### config.mk
export PLATFORM = sky130hd
export DESIGN_NAME = audio_dac_serializer
export DESIGN_NICKNAME = d
export VERILOG_FILES = /design/src/rtl/audio_dac_serializer.sv
export SDC_FILE = /design/constraint.sdc
export NUM_CORES = 1
export LEC_CHECK = 0
export ABC_AREA = 1
export BUFFER_PORTS_ARGS = -buffer_cell sky130_fd_sc_hd__buf_4
export CORE_MARGIN = 2
export CORE_UTILIZATION = 55
export CTS_BUF_LIST = sky130_fd_sc_hd__clkbuf_4
export CTS_CLUSTER_SIZE = 16
export DETAILED_ROUTE_END_ITERATION = 8
export PLACE_DENSITY = 0.78
export SLEW_MARGIN = 10
export SYNTH_ARGS = -nofsm -noshare
export SYNTH_HDL_FRONTEND = slang
export SYNTH_SLANG_ARGS = --single-unit
### constraint.sdc
create_clock -name clk -period 4.09 [get_ports clk]
set_clock_uncertainty 0.2 [all_clocks]
set_input_delay 0.409 -clock clk [delete_from_list [all_inputs] [get_ports clk]]
set_output_delay 0.409 -clock clk [all_outputs]
set_load 0.03 [all_outputs]
### src/rtl/audio_dac_serializer.sv
// audio_dac_serializer: FIFO-buffered mono sample to codec serializer, I2S by default, left-justified when AUDIO_LEFT_JUSTIFIED_EN is defined
module audio_dac_serializer #(
   parameter int SAMPLE_W   = 32,
   parameter int BCLK_DIV   = 8,
   parameter int FIFO_DEPTH = 4
) (
   input  logic                clk,
   input  logic                reset,
   input  logic                enable,
   input  logic [SAMPLE_W-1:0] sample_in,
   input  logic                sample_valid,
   output logic                sample_ready,
   output logic                aud_bclk,
   output logic                aud_daclrck,
   output logic                aud_dacdat,
   output logic                underrun,
   input  logic                underrun_clr,
   output logic                busy
);
`ifdef AUDIO_LEFT_JUSTIFIED_EN
   localparam bit LJ = 1'b1;
`else
   localparam bit LJ = 1'b0;
`endif
   localparam int FRAME_W = 2 * SAMPLE_W;
   localparam int SLOT_W  = $clog2(FRAME_W);
   localparam int DIV_W   = BCLK_DIV > 1 ? $clog2(BCLK_DIV) : 1;
   localparam int PTR_W   = $clog2(FIFO_DEPTH);

   typedef enum logic {IDLE, RUN} state_t;

   state_t              state;
   logic [SAMPLE_W-1:0] mem [FIFO_DEPTH];
   logic [PTR_W:0]      wr_ptr, rd_ptr;
   logic [DIV_W-1:0]    div_cnt;
   logic [SLOT_W-1:0]   slot, bit_idx;
   logic [FRAME_W-1:0]  word;
   logic [SAMPLE_W-1:0] new_s;
   logic                empty, full, push, pop, tick, wrap, load;

   assign empty        = wr_ptr == rd_ptr;
   assign full         = (wr_ptr[PTR_W] != rd_ptr[PTR_W]) && (wr_ptr[PTR_W-1:0] == rd_ptr[PTR_W-1:0]);
   assign sample_ready = !full;
   assign push         = sample_valid && sample_ready && !reset;

   // Frame sequencing decisions; a load never sees a same-cycle write
   always_comb begin
      tick    = state == RUN && div_cnt == DIV_W'(BCLK_DIV - 1);
      wrap    = tick && aud_bclk && slot == SLOT_W'(FRAME_W - 1);
      load    = enable && (state == IDLE || wrap);
      pop     = load && !empty;
      new_s   = empty ? '0 : mem[rd_ptr[PTR_W-1:0]];
      bit_idx = LJ ? SLOT_W'(FRAME_W - 2) - slot : SLOT_W'(FRAME_W - 1) - slot;
   end

   // Sample storage; occupancy lives in the pointers so the array needs no reset
   always_ff @(posedge clk)
      if (push) mem[wr_ptr[PTR_W-1:0]] <= sample_in;

   // Control FSM, bit clock divider, slot counter and registered codec outputs
   always_ff @(posedge clk) begin
      if (reset) begin
         state       <= IDLE;
         busy        <= 1'b0;
         wr_ptr      <= '0;
         rd_ptr      <= '0;
         div_cnt     <= '0;
         slot        <= '0;
         word        <= '0;
         aud_bclk    <= 1'b0;
         aud_daclrck <= 1'b0;
         aud_dacdat  <= 1'b0;
         underrun    <= 1'b0;
      end else begin
         if (push) wr_ptr <= wr_ptr + 1'b1;
         if (pop) rd_ptr <= rd_ptr + 1'b1;
         underrun <= (load && empty) || (underrun && !underrun_clr);
         if (load) begin
            state       <= RUN;
            busy        <= 1'b1;
            div_cnt     <= '0;
            slot        <= '0;
            word        <= {new_s, new_s};
            aud_bclk    <= 1'b0;
            aud_daclrck <= 1'b0;
            aud_dacdat  <= LJ ? new_s[SAMPLE_W-1] : (state == RUN) && word[0];
         end else if (state == IDLE) begin
            div_cnt     <= '0;
            slot        <= '0;
            aud_bclk    <= 1'b0;
            aud_daclrck <= 1'b0;
            aud_dacdat  <= 1'b0;
         end else if (wrap) begin
            state       <= IDLE;
            busy        <= 1'b0;
            div_cnt     <= '0;
            slot        <= '0;
            aud_bclk    <= 1'b0;
            aud_daclrck <= 1'b0;
            aud_dacdat  <= !LJ && word[0];
         end else if (tick) begin
            div_cnt  <= '0;
            aud_bclk <= !aud_bclk;
            if (aud_bclk) begin
               slot        <= slot + 1'b1;
               aud_daclrck <= slot >= SLOT_W'(SAMPLE_W - 1);
               aud_dacdat  <= word[bit_idx];
            end
         end else begin
            div_cnt <= div_cnt + 1'b1;
         end
      end
   end
endmodule

==> results of run 1 <==
-- layout by cell type, fill, tap and decap left out, drive strengths merged --
master and count:
edfxtp 128, nand2 123, nor2 95, o21ai 74, dfxtp 55, buf 51, a21oi 47, dlygate4sd3 35
inv 35, o22ai 32, nand3 20, clkbuf 18, clkinv 12, ha 8, xor2 5, nand4 3
bufinv 3, nor3 2, nand2b 1, a211oi 1, nor4 1, a31oi 1, o211ai 1, or2 1
-- synthesized netlist by cell type, drive strengths merged, types with 2 or more instances --
cell	number	share of area
dfxtp	55	0.15
ha	8	0.014
edfxtp	128	0.53
o22ai	32	0.028
nand3	20	0.014
nor3	2	0.0014
clkbuf	26	0.014
nand2	123	0.066
nand4	3	0.0026
nor2	95	0.052
xor2	5	0.0061
o21ai	74	0.051
inv	34	0.018
a21oi	47	0.033
clkinv	2	0.0010
buf	11	0.0097
-- cells by family after synthesis --
kind of cell    count (synthesis)  share of synthesized area
buf+inv                        73                     0.0420
simple gates                  246                      0.138
flops                         183                      0.685
fa+ha+maj                       8                     0.0139
xor+xnor                        5                    0.00607
compound gates                156                      0.115
-- final timing paths --
| kind | cells after the start | end | startpoint | slack, ns |
|---|---|---|---|---|
| setup / recovery | 12 | register | div_cnt[0]$_SDFF_PP0_ | 1.22 |
| hold reg to reg | 1 | div_cnt[0]$_SDFF_PP0_ | div_cnt[0]$_SDFF_PP0_ | 0.25 |
| setup reg to reg | 12 | register | div_cnt[0]$_SDFF_PP0_ | 1.22 |
| hold / removal | 2 | underrun$_SDFF_PP0_ | reset | 0.06 |
-- per-layer routing --
layer,up-vias,share of wire,global-route usage
li1,2456,-,-
met2,142,0.50,0.368
met5,-,0,0
met3,20,0.053,0.0487
met4,0,0.017,0.0707
met1,2381,0.43,0.279
-- state kept, by name, summed over array words and instances (netlist names), named ones only --
signal       cells
slot             6
rd_ptr           3
aud_dacdat       1
div_cnt          3
state            1
wr_ptr           3
word            32
aud_bclk         1
busy             1
mem            128
underrun         1
aud_daclrck      1
-- worst max-delay path, stage by stage (launching register included) --
cell and delay [ns]:
dfxtp_1 0.37, ha_1 0.15, ha_1 0.18, nand2_1 0.10, nor2_4 0.18, nand2_2 0.08, inv_2 0.08, nand2_2 0.07
nand2_2 0.10, nand2_4 0.21, nor2_4 0.68, o21ai_0 0.24, a21oi_1 0.17
-- power breakdown --
group / switching (mW) / internal [mW]
Combinational: 0.224 / 0.137
Clock: 0.578 / 0.427
Sequential: 0.0461 / 2.05
-- through the flow --
step	utilization	instances	hold slack, ns	setup WS [ns]
3_3_place_gp	0.602	857	0.206	1.44
2_1_floorplan	-	671	0.199	0.871
3_5_place_dp	0.602	857	0.229	1.26
6_report	0.652	924	0.0622	1.22
5_1_grt	0.652	924	0.0496	0.813
4_1_cts	0.652	924	0.0130	1.22
-- what timing repair did --
| item | CTS | global route |
|---|---|---|
| hold endpoints to repair | 132 | 0 |
| gates resized for setup | 0 | 0 |
| hold buffers | 35 | 0 |
| setup endpoints to repair | 0 | 0 |
-- cell type report --
cell class	instances	area, um2	area share
clock buffers	18	135	0.0163
clock inverters	14	159	0.0191
inverters	36	135	0.0163
multi-input cells	415	1980	0.238
flip-flops and latches	183	4950	0.596
well taps	172	215	0.0259
repair buffers	86	733	0.0883
==> run_results.csv, run 1 <==
group,metric,value,unit
outcome,status,"finished, final reports clean",
place,io_buffers,42,
final_layout,num_antenna_cells,0,
detailed_routing,drt_pass1_iterations,5,
die,die_x,119,um
detailed_routing,drc,0,
worst_setup_path,crit_type,"register to register",
synth,syn-cell-area,7210,um2
grt,grt.total_usage,0.217,
sta,hold_violations,0,
synth,synthCells,671,
die,die_area,14000,um2
worst_setup_path,end_kind,"register",
clocking,post-cts-setup-buffers,0,
clocking,cts_made_buffers,17,
grt,antenna_found_initial,0,
sta,setup_viol,0,
sta,maxSlewHeadroom,0.341,
die,design.core.area,12700,um2
clocking,cts_max_level,4,
sta,rsz0062_at_grt,"false",
detailed_routing,post_drt_wl_per_cell,15.8,um
detailed_routing,drtIter0Drc,413,
detailed_routing,antenna_left,0,
detailed_routing,vias,4999,
worst_setup_path,cp_data_required_time,4.37,ns
sta,fin_setup_tns,0,ns
worst_setup_path,cp_max_fo,38,
clocking,ctsLongestPathBuffers,2,
sta,slew_violations,0,
clocking,cts_root_buf,"clkbuf_4",
synth,ys_types,28,
sta,worstMarginPinSlew,0.988,ns
job,cap_violations,0,
synth,yosys_warnings,0,
die,die_y,119,um
clocking,clock_latency,0.55,ns
die,rows,41,
place,hpwlAfterDp,8550,um
clocking,cts_tree,"yes",
place,post_dp_cell_area,7660,um2
synth,ys_ff_latch,183,
synth,avgSynthCellArea,10.8,um2
synth,async_reset_ff_frac,0,
die,num_io_pins,43,
grt,grt_pass1_vias,4877,
final_layout,area.growth.synth_to_final,15.1,%
detailed_routing,avgViaCountPerCell,5.41,
synth,synth_fp_nets,716,
power_and_ir_drop,total_power,3.46,mW
power_and_ir_drop,power.density,417,nW/um2
die,start_util,0.567,
final_layout,drive_gt1_frac,0.125,
grt,grt_max_degree,41,
worst_setup_path,critPathArrivalTime,3.16,ns
synth,synth_edf_count,128,
place,place.gp.congestion,0.856,
sta,timing.fmax,348,MHz
power_and_ir_drop,p_leak,2.93,nW
clocking,cts_sinks,183,
synth,ys_seq_area_frac,0.685,
min_path,hold_path.class,"input pin to register",
final_layout,fill_cells,964,
worst_setup_path,start_kind,"register",
final_layout,final_area,8300,um2
power_and_ir_drop,peakVddDrop,250,uV
clocking,cts.clk_slew.worst_paths,0.14,ns
grt,grt_pass1_wl,23900,um
grt,grt_remaining_overflow,0,
sta,timing.final.crit_share,0.703,
sta,post-route-min-period,2.87,ns
final_layout,fin_nets,784,
detailed_routing,routed_wl,14600,um
synth,synth_ff_type,"edfxtp_1",
Power figures use the tool's default switching activity.
==> inputs of run 2 (changes only) <==
ABC_AREA = 0   (was 1)
clock period = 2.95 ns   (was 4.09 ns; I/O delays follow)
==> run 2 against run 1 <==
- flip-flop and latch count is the same
- synthesized cell count down 32%
- synthesized area shrank 1.1%
- sequential share of layout area is 0.34 points lower
- cell count decreased by 22%
- largest power group unchanged
==> run_results.csv, run 2 <==
group,metric,value,unit
grt,grt_remaining_overflow,0,
die,rows,41,
grt,use_met1,0.249,
sta,fin_ws,0.196,ns
detailed_routing,drtIter0Drc,265,
detailed_routing,drt_pass1_iterations,6,
detailed_routing,drc,0,
outcome,status,"finished, final reports clean",
detailed_routing,antenna_left,0,
detailed_routing,post_drt_wl_per_cell,17.3,um
worst_setup_path,end_kind,"register",
sta,fin_setup_tns,0,ns
grt,grt_max_degree,46,
final_layout,mostFrequentLayoutCells,"edfxtp_1 (128), dfxtp_1 (54), buf_4 (47)",
synth,ys_seq_area_frac,0.693,
synth,synth_ff_type,"edfxtp_1",
clocking,cts.clk_slew.worst_paths,0.13,ns
power_and_ir_drop,peakVddDrop,361,uV
synth,yosysMostFrequentCell,"edfxtp_1",
place,io_buffers,42,
final_layout,fin_nets,582,
worst_setup_path,critPathArrivalTime,3.08,ns
final_layout,area.growth.synth_to_final,17.1,%
worst_setup_path,crit_type,"register to register",
grt,antenna_found_initial,1,
sta,timing.fmax,363,MHz
sta,slew_violations,0,
power_and_ir_drop,pwr-share-clk,0.277,
detailed_routing,vias,4010,
sta,worstMarginPinSlew,0.793,ns
synth,synthCells,453,
job,cap_violations,0,
power_and_ir_drop,swShare,0.228,
clocking,cts_max_level,4,
power_and_ir_drop,seqPwrFrac,0.613,
grt,grt.total_usage,0.197,
clocking,clock_latency,0.57,ns
detailed_routing,routed_wl,12500,um
power_and_ir_drop,p_leak,2.76,nW
final_layout,final_common_cell,"edfxtp_1",
power_and_ir_drop,power.density,564,nW/um2
synth,synth_edf_count,128,
clocking,cts_made_buffers,17,
synth,synth_top_area_cell,"edfxtp_1",
die,die_x,118,um
synth,yosys_warnings,0,
sta,timing.final.crit_share,0.933,
die,num_io_pins,43,
die,die_y,118,um
die,die_area,13900,um2
min_path,hold_path.class,"register to register",
sta,maxSlewHeadroom,0.471,
grt,grt_pass1_wl,20800,um
die,start_util,0.565,
sta,hold_violations,0,
grt,use_met3,0.0446,
clocking,cts_root_buf,"clkbuf_4",
sta,post-route-min-period,2.75,ns
synth,ys_types,37,
clocking,ctsLongestPathBuffers,2,
synth,synth_top_area_share,0.539,
synth,async_reset_ff_frac,0,
worst_setup_path,start_kind,"register",
grt,grt-busiest-layer,"met2",
die,design.core.area,12600,um2
clocking,cts_sinks,183,
worst_setup_path,cp_max_fo,34,
final_layout,drive_gt1_frac,0.227,
power_and_ir_drop,power_frac_comb,0.111,
final_layout,largest_reg_flops,128,
synth,synthTopCellsByArea,"edfxtp_1 (54%), dfxtp_1 (15%), mux4_2 (12%), nand3_1 (2.9%), a21oi_1 (2.6%)",
sta,setup_viol,0,
synth,synth_fp_nets,498,
grt,grt_pass1_vias,4131,
synth,avgSynthCellArea,15.7,um2
power_and_ir_drop,p_int,3.63,mW
place,pre_cts_slack,0.511,ns
place,hpwlAfterDp,7710,um
place,place.gp.congestion,0.823,
synth,syn-cell-area,7130,um2
detailed_routing,avgViaCountPerCell,5.55,
sta,rsz0062_at_grt,"false",
synth,ys_ff_latch,183,
synth,yosys-top-cells-count,"edfxtp_1 (128), dfxtp_1 (55), nand2_1 (43)",
worst_setup_path,cp_data_required_time,3.27,ns
clocking,cts_tree,"yes",
power_and_ir_drop,switchingPower,1.07,mW
grt,met2_usage,0.327,
run 2: cell types whose count changed in the layout (fill, tap and decap cells not counted), sizes merged, moves of 5 or more:
cell | before | now
a21oi | 47 | 37
and2 | 0 | 5
clkinv | 12 | 4
inv | 35 | 7
mux2i | 0 | 7
mux4 | 0 | 39
nand2 | 123 | 43
nand3 | 20 | 41
nor2 | 95 | 18
o21ai | 74 | 1
o22ai | 32 | 1
xnor2 | 0 | 8
run 2: per-layer routing:
layer	wire, um	vias up	share of wire
met2	6400	114	0.51
met5	0	-	0
met4	308	0	0.025
met1	5310	1979	0.42
li1	-	1895	-
met3	520	22	0.041
run 2: through the flow:
step                      instances  hold slack (ns)  utilization  area, um2  power [mW]
final                           723            0.263        0.662       8350        4.70
after CTS                       722            0.231        0.661       8350        4.74
after detailed placement        651            0.247        0.609       7690        3.42
after global routing            723            0.225        0.662       8350        4.89
after global placement          651            0.214        0.609       7690        3.41
after floorplan                 453            0.194            -       7130        3.26
run 2: cells by family (layout without fill, tap and decap cells):
kind of cell / after synthesis / after routing / share of synthesized area
xor gates and xnor gates: 13 / 13 / 0.0160
and+or+nand+nor: 119 / 119 / 0.0784
buffers and inverters: 33 / 130 / 0.0221
DFF: 183 / 183 / 0.693
adders and majority gates: 8 / 8 / 0.0140
muxes: 47 / 47 / 0.135
AOI/OAI and AO/OA: 50 / 50 / 0.0416
other: 0 / 1 / 0
run 2: worst paths after layout:
check / to / start / cells past startpoint / slack (ns)
worst max-delay path: underrun$_SDFF_PP0_ / div_cnt[0]$_SDFF_PP0_ / 9 / 0.20
worst min-delay path: word[61]$_SDFFE_PP0P_ / word[61]$_SDFFE_PP0P_ / 2 / 0.26
worst max register to register: underrun$_SDFF_PP0_ / div_cnt[0]$_SDFF_PP0_ / 9 / 0.20
worst min register to register: word[61]$_SDFFE_PP0P_ / word[61]$_SDFFE_PP0P_ / 2 / 0.26
run 2: power by group through the flow:
stage                     sequential [mW]  combinational (mW)  clock (mW)
after global placement               2.93               0.471           0
after global routing                 2.89               0.571        1.43
after detailed placement             2.94               0.481           0
after CTS                            2.88               0.526        1.33
after floorplan                      2.93               0.325           0
final                                2.88               0.520        1.30
run 2: worst max-delay path, cell delays in order (launching register included):
cell           delay [ns]
dfxtp_1              0.37
ha_1                 0.16
ha_1                 0.32
nand4_4              0.18
o31ai_4              0.37
nand2_1              0.09
buf_4                0.24
a2bb2oi_1            0.16
nor2_1               0.07
dlygate4sd3_1        0.54
run 2: area by class of cell:
class | count | area, um2
Timing Repair Buffer | 92 | 863
Tap cell | 172 | 215
Fill cell | 885 | 4270
Multi-Input combinational cell | 237 | 2030
Clock buffer | 22 | 165
Sequential cell | 183 | 4950
Antenna cell | 1 | 2.50
Inverter | 6 | 22.5
Clock inverter | 10 | 104
run 2: repair_timing:
item                                    4_1_cts  5_1_grt
hold buffers                                 39        0
gates resized for setup                       0        0
endpoints found under the setup margin        0        0
hold endpoints to repair                    171        0
buffers inserted                              0        0
